### src/rtl/blake2s_round_sched.sv
// blake2s_round_sched: sequences init, ROUNDS x 8 G steps with SIGMA message indices, then finalise
module blake2s_round_sched #(
  parameter int ROUNDS = 10
) (
  input  logic       clk,
  input  logic       reset,
  input  logic       start_i,
  input  logic       last_i,
  output logic       busy_o,
  output logic       last_o,
  output logic       init_o,
  output logic       g_v_o,
  input  logic       g_ready_i,
  output logic [3:0] g_a_o,
  output logic [3:0] g_b_o,
  output logic [3:0] g_c_o,
  output logic [3:0] g_d_o,
  output logic [3:0] g_mx_o,
  output logic [3:0] g_my_o,
  output logic [3:0] round_o,
  output logic [2:0] step_o,
  output logic       fin_o,
  output logic       done_o
);
  localparam logic [1:0] IDLE = 2'd0, INIT = 2'd1, G = 2'd2, FIN = 2'd3;
  localparam logic [0:15][63:0] SIGMA = {
    64'h0123456789ABCDEF, 64'hEA489FD61C02B753, 64'hB8C052FDAE367194, 64'h7931DCBE265A40F8,
    64'h905724AFE1BC683D, 64'h2C6A0B834D75FE19, 64'hC51FED4A0763928B, 64'hDB7EC13950F4862A,
    64'h6FE9B308C2D714A5, 64'hA2847615FB9E3CD0, 64'h0, 64'h0, 64'h0, 64'h0, 64'h0, 64'h0
  };
  logic [1:0] state, state_n, k;
  logic [3:0] r, r_n, rm;
  logic [2:0] step, step_n;
  logic [7:0] pair;
  logic       hs, last_hs, in_g;
  always_comb begin
    hs      = state == G && g_ready_i;
    last_hs = hs && r == 4'(ROUNDS - 1) && step == 3'd7;
    state_n = state == IDLE ? (start_i ? INIT : IDLE) :
              state == INIT ? G :
              state == G    ? (last_hs ? FIN : G) : IDLE;
    r_n     = state == INIT ? 4'd0 : r + 4'(hs && step == 3'd7);
    step_n  = state == INIT ? 3'd0 : step + 3'(hs);
    rm      = r_n >= 4'd10 ? r_n - 4'd10 : r_n;
    pair    = 8'(SIGMA[rm] >> {3'd7 - step_n, 3'b000});
    k       = step_n[1:0];
    in_g    = state_n == G;
  end
  always_ff @(posedge clk) begin
    if (reset) begin
      state   <= IDLE;
      r       <= '0;
      step    <= '0;
      busy_o  <= 1'b0;
      last_o  <= 1'b0;
      init_o  <= 1'b0;
      g_v_o   <= 1'b0;
      fin_o   <= 1'b0;
      done_o  <= 1'b0;
      g_a_o   <= '0;
      g_b_o   <= '0;
      g_c_o   <= '0;
      g_d_o   <= '0;
      g_mx_o  <= '0;
      g_my_o  <= '0;
      round_o <= '0;
      step_o  <= '0;
    end else begin
      state   <= state_n;
      r       <= r_n;
      step    <= step_n;
      busy_o  <= state_n != IDLE;
      last_o  <= state == IDLE && start_i ? last_i : last_o;
      init_o  <= state_n == INIT;
      g_v_o   <= in_g;
      fin_o   <= state_n == FIN;
      done_o  <= state == FIN;
      g_a_o   <= in_g ? {2'b00, k} : 4'd0;
      g_b_o   <= in_g ? {2'b01, step_n[2] ? k + 2'd1 : k} : 4'd0;
      g_c_o   <= in_g ? {2'b10, step_n[2] ? k + 2'd2 : k} : 4'd0;
      g_d_o   <= in_g ? {2'b11, step_n[2] ? k + 2'd3 : k} : 4'd0;
      g_mx_o  <= in_g ? pair[7:4] : 4'd0;
      g_my_o  <= in_g ? pair[3:0] : 4'd0;
      round_o <= in_g ? r_n : 4'd0;
      step_o  <= in_g ? step_n : 3'd0;
    end
  end
endmodule

### config.mk
export PLATFORM = sky130hd
export DESIGN_NAME = blake2s_round_sched
export DESIGN_NICKNAME = d
export VERILOG_FILES = /design/src/rtl/blake2s_round_sched.sv
export SDC_FILE = /design/constraint.sdc
export NUM_CORES = 1
export LEC_CHECK = 0
export ABC_AREA = 0
export CAP_MARGIN = 0
export CELL_PAD_IN_SITES_DETAIL_PLACEMENT = 1
export CELL_PAD_IN_SITES_GLOBAL_PLACEMENT = 1
export CORE_ASPECT_RATIO = 0.5
export CORE_UTILIZATION = 40
export CTS_CLUSTER_SIZE = 14
export DETAILED_ROUTE_END_ITERATION = 8
export PLACE_DENSITY = 0.85
export SKIP_LAST_GASP = 1
export SLEW_MARGIN = 25
export SYNTH_ARGS = -nofsm -noshare
export SYNTH_HDL_FRONTEND = slang
export SYNTH_SLANG_ARGS = --single-unit
### constraint.sdc
create_clock -name clk -period 5.75 [get_ports clk]
set_clock_uncertainty 0.2 [all_clocks]
set_input_delay 0.575 -clock clk [delete_from_list [all_inputs] [get_ports clk]]
set_output_delay 0.575 -clock clk [all_outputs]
set_load 0.005 [all_outputs]
After elaboration in Yosys (flattened, before gate mapping)

Memories as Yosys holds them, arrays and structs flattened.
Index checks and enable logic that the tools add are counted.

Register bits: 46
Memory bits (read-only): 1024
Word-level logic and storage cells: 66
Memories: 1

Add/subtract/negate cells: 7
Magnitude comparators: 2
Equal/unequal tests: 8
Shift-type cells: 1
Muxes and demuxes: 16
Bitwise operators: 2
Reduce and logical (&&, ||, !) cells: 8

Memory list:

| memory          | depth | width | read ports | clocked after memory_dff | write ports | line | RTL |
|---|---|---|---|---|---|---|---|
| (no name shown) | 16    | 64    | 1          | 0                        | 0           | 45   | `pair = 8'(SIGMA[rm] >> {3'd7 - step_n, 3'b000});` |

Operators with widths:

| operator              | count |
|---|---|
| $mux W64              | 2 |
| $shr A64 B6 Y8        | 1 |
| $mux W4               | 4 |
| $mux W2               | 6 |
| $eq A2 B2 Y1 const B  | 4 |
| $mux W3               | 2 |
| $ge A5 B5 Y1 const B  | 1 |
| $logic_and A1 B1 Y1   | 5 |
| $not A4 Y5            | 1 |
| $add A2 B2 Y2 const B | 2 |
| $add A4 B1 Y4         | 1 |
| $eq A2 B1 Y1 const B  | 2 |
| $eq A4 B4 Y1 const B  | 1 |
| $ge A4 B4 Y1 const B  | 1 |
| $sub A4 B4 Y4 const B | 1 |
| $add A3 B1 Y3         | 1 |
| $eq A3 B3 Y1 const B  | 1 |
| $sub A3 B3 Y3 const A | 1 |
| $add A2 B1 Y2 const B | 1 |
| $logic_not A2 Y1      | 1 |
| $mux W1               | 2 |
| $reduce_bool A2 Y1    | 1 |
| $reduce_or A2 Y1      | 1 |
| $not A1 Y1            | 1 |

Depth between registers and ports, before layout

Gate-level depths: netlist of the first run.

Word-level depth: 12
Gate-level depth with buffers: 20

Worst setup path after synthesis of the first run

OpenSTA, ideal clock, no wires.

Path kind: input port to flip-flop
Start: input port g_ready_i
End: register g_mx_o[0]
Setup time: 135 ps
Data arrival time: 3787 ps
Required time: 5415 ps
Path slack: 1628 ps
Stages: 17
Buffers on the path: 3
Cells stage by stage: and2_1 > and4_1 > ha_1 > ha_1 > xnor2_1 > or2_1 > buf_2 > ha_1 > a22oi_4 > inv_2 > clkbuf_1 > ha_1 > and3_1 > clkbuf_1 > a2111o_1 > a31oi_1 > a311oi_1

Longest elaborated chain between the ends: 11
Elaborated cells on any way between the ends: 24
Those cells by class: add/sub (4); order compare (1); eq/ne (1); shift (1); mux (9); bitwise (2); reduce/logical (5); memory (1)

Ends and longest elaborated chain:

| element                                              | line | RTL |
|---|---|---|
| from (decl)                                          | 13   | `input logic g_ready_i,` |
| $logic_and A1 B1 Y1 (*)                              | 37   | `hs = state == G && g_ready_i;` |
| $logic_and A1 B1 Y1                                  | 42   | `r_n = state == INIT ? 4'd0 : r + 4'(hs && step == 3'd7);` |
| $add A4 B1 Y4                                        | 42   |  |
| $mux W4                                              | 42   |  |
| $sub A4 B4 Y4 / $ge A4 B4 Y1 (equally long branches) | 44   | `rm = r_n >= 4'd10 ? r_n - 4'd10 : r_n;` |
| $mux W4                                              | 44   |  |
| $not A4 Y5 (implied by the code)                     | 45   |  |
| $mem_v2 Z16 W64                                      | -    |  |
| $mux W64 (implied by the code) (2 in series)         | 45   |  |
| $shr A64 B6 Y8                                       | 45   |  |
| to (signal assigned)                                 | 82   | `g_mx_o <= in_g ? pair[7:4] : 4'd0;` |
| to (decl)                                            | 18   | `output logic [3:0] g_mx_o,` |

Every way passes the cells marked *; elsewhere a longest branch is shown, timed or not. The select of a mux whose other input is x is not followed.
A chain may end at the register's enable or synchronous reset.

Worst setup path in the final report of the first run

Start: input port g_ready_i
End: register g_my_o[2]

Longest elaborated chain between the ends: 11
Elaborated cells on any way between the ends: 24
Those cells by class: add/sub (4); order compare (1); eq/ne (1); shift (1); mux (9); bitwise (2); reduce/logical (5); memory (1)

Ends and longest elaborated chain:

| element                                              | line | RTL |
|---|---|---|
| $logic_and A1 B1 Y1 (*)                              | 37   |  |
| $logic_and A1 B1 Y1                                  | 42   |  |
| $add A4 B1 Y4                                        | 42   |  |
| $mux W4                                              | 42   |  |
| $sub A4 B4 Y4 / $ge A4 B4 Y1 (equally long branches) | 44   |  |
| $mux W4                                              | 44   |  |
| $not A4 Y5 (implied by the code)                     | 45   |  |
| $mem_v2 Z16 W64                                      | -    |  |
| $mux W64 (implied by the code) (2 in series)         | 45   |  |
| $shr A64 B6 Y8                                       | 45   |  |
| to (signal assigned)                                 | 83   | `g_my_o <= in_g ? pair[3:0] : 4'd0;` |
| to (decl)                                            | 19   | `output logic [3:0] g_my_o,` |

Marked as above.

==> flow_summary.toml, run 1 <==
[global_route]
met3_usage = 0.0693
grt_use_total = 0.303
grt_pass1_wl_mm = 16.9
busiest_layer = "met2"
grt_max_degree = 30
grt_pass1_vias = 3058
antenna_found_initial = 0
grt_overflow = 0
grtUsageMet2 = 0.492
grtUsageMet1 = 0.398

[logic_synthesis]
synth_area_leaders = "dfxtp_1, ha_1, nor2_1"
ys_seq_area_frac = 0.237
synth_edf_count = 0
async_flop_share = 0
yosysTopAreaCellShare = 0.237
synth_area_per_cell_um2 = 7.58
ys_warn_count = 0
synth_cell_types = 71
ys_seq_elements = 34
ys.flop_type = "dfxtp_1"
syn-instance-count = 379
syn_area_mm2 = 0.00287
yosys.area.top_type = "dfxtp_1"

[route]
route.detailed.drc = 0
ant_nets = 0
drt-pass1-iter-count = 6
vias = 3147
wl_mm = 10.8
wl_per_cell_um = 22.6
vias_per_cell = 6.58
first_iter_violations = 490

[cts]
cts_tree = "yes"
cts_root_buffer = "clkbuf_16"
clock_path_buffers = 2
cts_setup_buffers = 0
cts.sink_count = 34
clk_latency_ns = 0.28
cts_resized = 0
cts_buffers = 5
cts_max_level = 2
cts.clk_slew.worst_paths_ns = 0.06
holdBufCountCts = 0

[power]
p_sw_frac = 0.238
clock_power_share = 0.502
power_frac_seq = 0.384
p_per_area_mw_per_mm2 = 191
switchingPower_mw = 0.152
p_int_mw = 0.484
vdd_drop_max_mv = 0.110
pwr-share-comb = 0.114
p_leak_nw = 1.22

[floorplan]
ios = 42
die_h_um = 61.9
coreArea_mm2 = 0.00681
fp.dieW_um = 122
die-area_mm2 = 0.00755
core.rowCount = 21
start_util = 0.422

[finish]
final_core_util = 0.490
nFillCells = 839
drive_gt1_frac = 0.0674
synthToLayoutAreaGrowth_pct = 16.0
nNetsFinal = 409
antenna_cells = 0

[sta]
finalSetupTns_ns = 0
slew_headroom = 0.424
fin_crit_sh = 0.861
drv_slew = 0
setup_slack_ns = 0.801
finalHoldViolCount = 0
min_period_ns = 4.95
fmax_mhz = 202
rsz0062_at_grt = "no"
setup_viol = 0
tightest_slew_ns = 0.863
whs_ns = 0.262

[status]
status = "finished, final reports clean"

[place]
portBuffers = 37
dp_hpwl_mm = 7.47
gp_congestion = 0.985
preCtsSetupSlack_ns = 0.694

[run]
drv_cap = 0

[hold_path]
hold_path_class = "reg -> reg"

[setup_path]
cp_max_fo = 11
worstSetupPathType = "in -> reg"
crit_path_start_kind = "input port"
cp.arrival_ns = 4.88
required_ns = 5.68
endpoint_kind = "flop"
==> critical path, cell delays in order <==
cell,delay (ns)
clkdlybuf4s50_1,0.40
and2_1,0.18
and4_1,0.22
ha_1,0.24
ha_1,0.48
nand2_1,0.10
mux2_2,0.34
a21oi_1,0.60
inv_1,0.33
ha_1,0.40
o21ai_0,0.53
a21oi_1,0.14
and4b_1,0.28
a211oi_1,0.06
==> metal layers <==
metal / share of wire / vias up
met2: 0.44 / 195
li1: - / 1397
met1: 0.44 / 1525
met3: 0.097 / 30
met5: 0 / -
met4: 0.024 / 0
==> cells in the final DEF (no fill, tap or decap), drive strengths merged, types with 7 or more instances in the layout <==
cell type,count
dfxtp,34
o22ai,7
nor2,42
nand3,8
clkdlybuf4s50,37
a221oi,7
a31oi,9
nor3,9
inv,10
a21oi,31
buf,7
o21ai,23
a211oi,9
nand2,24
ha,18
nand2b,8
==> power by group through the flow <==
stage	clock network [mW]	logic, mW	registers, mW
2_1_floorplan	0	0.0446	0.250
3_3_place_gp	0	0.0689	0.249
3_5_place_dp	0	0.0704	0.250
4_1_cts	0.323	0.0709	0.245
5_1_grt	0.333	0.0779	0.245
6_report	0.319	0.0725	0.244
==> cells by family after synthesis <==
| kind of cell | Yosys count | synth area share |
|---|---|---|
| simple gates | 125 | 0.214 |
| compound gates | 133 | 0.329 |
| flops | 34 | 0.237 |
| mux | 5 | 0.0209 |
| buf+inv | 58 | 0.104 |
| xor+xnor | 5 | 0.0152 |
| other cells | 1 | 0.00130 |
| fa+ha+maj | 18 | 0.0784 |
==> sequential cells by signal, summed over array words and instances (netlist names), 2 cells and up <==
name,flops
r,4
step,3
g_d_o,2
g_my_o,4
round_o,4
state,2
g_mx_o,4
g_b_o,2
step_o,2
==> synthesized netlist by cell type (9+ instances only) <==
| library cell | number |
|---|---|
| nor2_1 | 42 |
| dfxtp_1 | 34 |
| a21oi_1 | 30 |
| nand2_1 | 24 |
| clkbuf_1 | 20 |
| o21ai_0 | 20 |
| ha_1 | 18 |
| buf_4 | 12 |
| a211oi_1 | 9 |
| a31oi_1 | 9 |
| buf_2 | 9 |
| inv_1 | 9 |
| nor3_1 | 9 |
==> per-stage QoR <==
stage,power (mW),cells,cell area [um^2]
2_1_floorplan,0.294,382,2890
3_3_place_gp,0.318,471,3160
3_5_place_dp,0.320,471,3160
4_1_cts,0.638,478,3330
5_1_grt,0.655,478,3330
6_report,0.636,478,3330
==> area by class of cell <==
cell class / count / area (um^2) / area share
Multi-Input combinational cell: 290 / 1900 / 0.571
Sequential cell: 34 / 681 / 0.204
Timing Repair Buffer: 44 / 423 / 0.127
Clock buffer: 6 / 139 / 0.0417
Tap cell: 92 / 115 / 0.0345
Inverter: 11 / 41.3 / 0.0124
Clock inverter: 1 / 30.0 / 0.00901
==> final timing paths <==
check,startpoint,to,slack [ns],depth (start not counted)
setup / recovery,g_ready_i,g_my_o[2]$_SDFF_PP0_,0.80,14
hold / removal,last_o$_SDFFE_PP0P_,last_o$_SDFFE_PP0P_,0.26,2
setup reg to reg,state[0]$_SDFF_PP0_,g_my_o[2]$_SDFF_PP0_,0.89,15
hold reg to reg,last_o$_SDFFE_PP0P_,last_o$_SDFFE_PP0P_,0.26,2
(Power assumes the default switching activity.)
==> inputs of run 2 (changes only) <==
--- a/config.mk
+++ b/config.mk
@@ -10,6 +10,7 @@
 export CELL_PAD_IN_SITES_DETAIL_PLACEMENT = 1
 export CELL_PAD_IN_SITES_GLOBAL_PLACEMENT = 1
 export CORE_ASPECT_RATIO = 0.5
+export CORE_MARGIN = 4
 export CORE_UTILIZATION = 40
 export CTS_CLUSTER_SIZE = 14
 export DETAILED_ROUTE_END_ITERATION = 8
==> flow_summary.toml, run 2 (synthesis results as in run 1) <==
[status]
status = "finished, final reports clean"

[setup_path]
reg2reg_to = "g_my_o[1]$_SDFF_PP0_"
required_ns = 5.67
reg2reg_from = "state[0]$_SDFF_PP0_"
cpMaxStageDelayCell = "nor2_1"
crit_path_start_kind = "input port"
cp_max_fo = 16
reg2reg_depth = 15
r2r_setup_slack_ns = 0.91
worstSetupPathType = "in -> reg"
cp.arrival_ns = 4.83
cp_slowest_stage_delay_ns = 0.67
cp_common_cell = "ha_1"
endpoint_kind = "flop"
path_cells = "clkdlybuf4s50_1 -> and2_1 -> and4_1 -> ha_1 -> ha_1 -> xnor2_1 -> or2_1 -> ha_1 -> a21o_1 -> nand2_1 -> nor2_1 -> a2111oi_4 -> a21oi_1 -> a31oi_1"

[floorplan]
die_h_um = 67.9
coreArea_mm2 = 0.00683
ios = 42
fp.dieW_um = 128
start_util = 0.421
die-area_mm2 = 0.00869
core.rowCount = 21

[finish]
nNetsFinal = 409
final_cell_mix = "nor2_1, clkdlybuf4s50_1, dfxtp_1"
layout_commonest_cell = "nor2_1"
final_core_util = 0.488
antenna_cells = 0
drive_gt1_frac = 0.0674
nFillCells = 867
multiInputGateArea_mm2 = 0.00190
design_area_mm2 = 0.00333
synthToLayoutAreaGrowth_pct = 16.0
ff_latch_area_um2 = 681
layout.cells.non_filler = 478

[cts]
cts_resized = 0
holdBufCountCts = 0
clk_latency_ns = 0.29
cts_root_buffer = "clkbuf_16"
cts.sink_count = 34
cts_tree = "yes"
cts_setup_buffers = 0
clock_path_buffers = 2
cts.clk_slew.worst_paths_ns = 0.06
cts_buffers = 5
cts_max_level = 2

[route]
ant_nets = 0
drt-pass1-iter-count = 5
vias = 3214
wl_per_cell_um = 23.9
vias_per_cell = 6.72
wl_mm = 11.4
route.detailed.drc = 0
first_iter_violations = 365

[hold_path]
hold_start = "last_o$_SDFFE_PP0P_"
holdPathEnd = "last_o$_SDFFE_PP0P_"
hold_depth = 2
hold_path_class = "reg -> reg"

[global_route]
grt_pass1_vias = 3199
antenna_found_initial = 0
grt_use_total = 0.266
grt_max_degree = 30
grt_overflow = 0
grt_pass1_wl_mm = 18.0

[place]
dp_hpwl_mm = 7.76
place_area_mm2 = 0.00316
portBuffers = 37
dp.cells = 471
gp_congestion = 1.01

[sta]
slew_headroom = 0.410
finalSetupTns_ns = 0
min_period_ns = 4.91
tightest_slew_ns = 0.883
rsz0062_at_grt = "no"
setup_viol = 0
drv_slew = 0
fin_crit_sh = 0.855
finalHoldViolCount = 0
fmax_mhz = 204

[power]
p_leak_nw = 1.22
pwr-share-comb = 0.113
total_power_mw = 0.640
p_per_area_mw_per_mm2 = 192
p_sw_frac = 0.244
power_frac_seq = 0.382
vdd_drop_max_mv = 0.145
clock_power_share = 0.505
switchingPower_mw = 0.156
p_int_mw = 0.484

[run]
drv_cap = 0
[run 2: final cells by class]
cell class              count  share of cell area
repair buffers             44               0.127
clock inverters             1             0.00901
well taps                  92              0.0345
flip-flops and latches     34               0.204
clock buffers               6              0.0417
multi-input cells         290               0.571
inverters                  11              0.0124
[run 2: how the worst max path moves through the flow]
stage | from | end | slack [ns]
final | g_ready_i | g_my_o[1]$_SDFF_PP0_ | 0.84
after global placement | g_ready_i | g_my_o[1]$_SDFF_PP0_ | 0.75
after floorplan | g_ready_i | g_mx_o[0]$_SDFF_PP0_ | 1.63
after CTS | g_ready_i | g_my_o[1]$_SDFF_PP0_ | 0.99
after detailed placement | g_ready_i | g_my_o[1]$_SDFF_PP0_ | 0.72
after global routing | g_ready_i | g_mx_o[2]$_SDFF_PP0_ | 0.62
[run 2: layer usage]
| layer | track usage | share of wire | vias to the layer above |
|---|---|---|---|
| met1 | 0.353 | 0.43 | 1570 |
| met4 | 0.108 | 0.030 | 0 |
| li1 | - | - | 1403 |
| met3 | 0.0452 | 0.086 | 36 |
| met2 | 0.437 | 0.46 | 205 |
| met5 | 0 | 0 | - |
[run 2: worst max-delay path: cells and delay by family]
| family | cells | cell delay, ns |
|---|---|---|
| buffers and inverters | 1 | 0.40 |
| xor gates and xnor gates | 1 | 0.41 |
| adders and majority gates | 3 | 0.84 |
| and+or+nand+nor | 5 | 1.86 |
| AOI/OAI and AO/OA | 4 | 0.74 |
[run 2: through the flow]
stage,hold WS [ns],setup WS [ns]
after floorplan,0.253,1.63
after global routing,0.312,0.620
after detailed placement,0.275,0.719
after CTS,0.282,0.991
after global placement,0.243,0.750
final,0.268,0.837
[run 2: power groups by stage]
stage / Combinational (mW) / Sequential (mW) / Clock [mW]
after floorplan: 0.0446 / 0.250 / 0
after CTS: 0.0713 / 0.245 / 0.323
after global routing: 0.0781 / 0.245 / 0.333
after detailed placement: 0.0699 / 0.250 / 0
final: 0.0725 / 0.245 / 0.323
after global placement: 0.0675 / 0.249 / 0
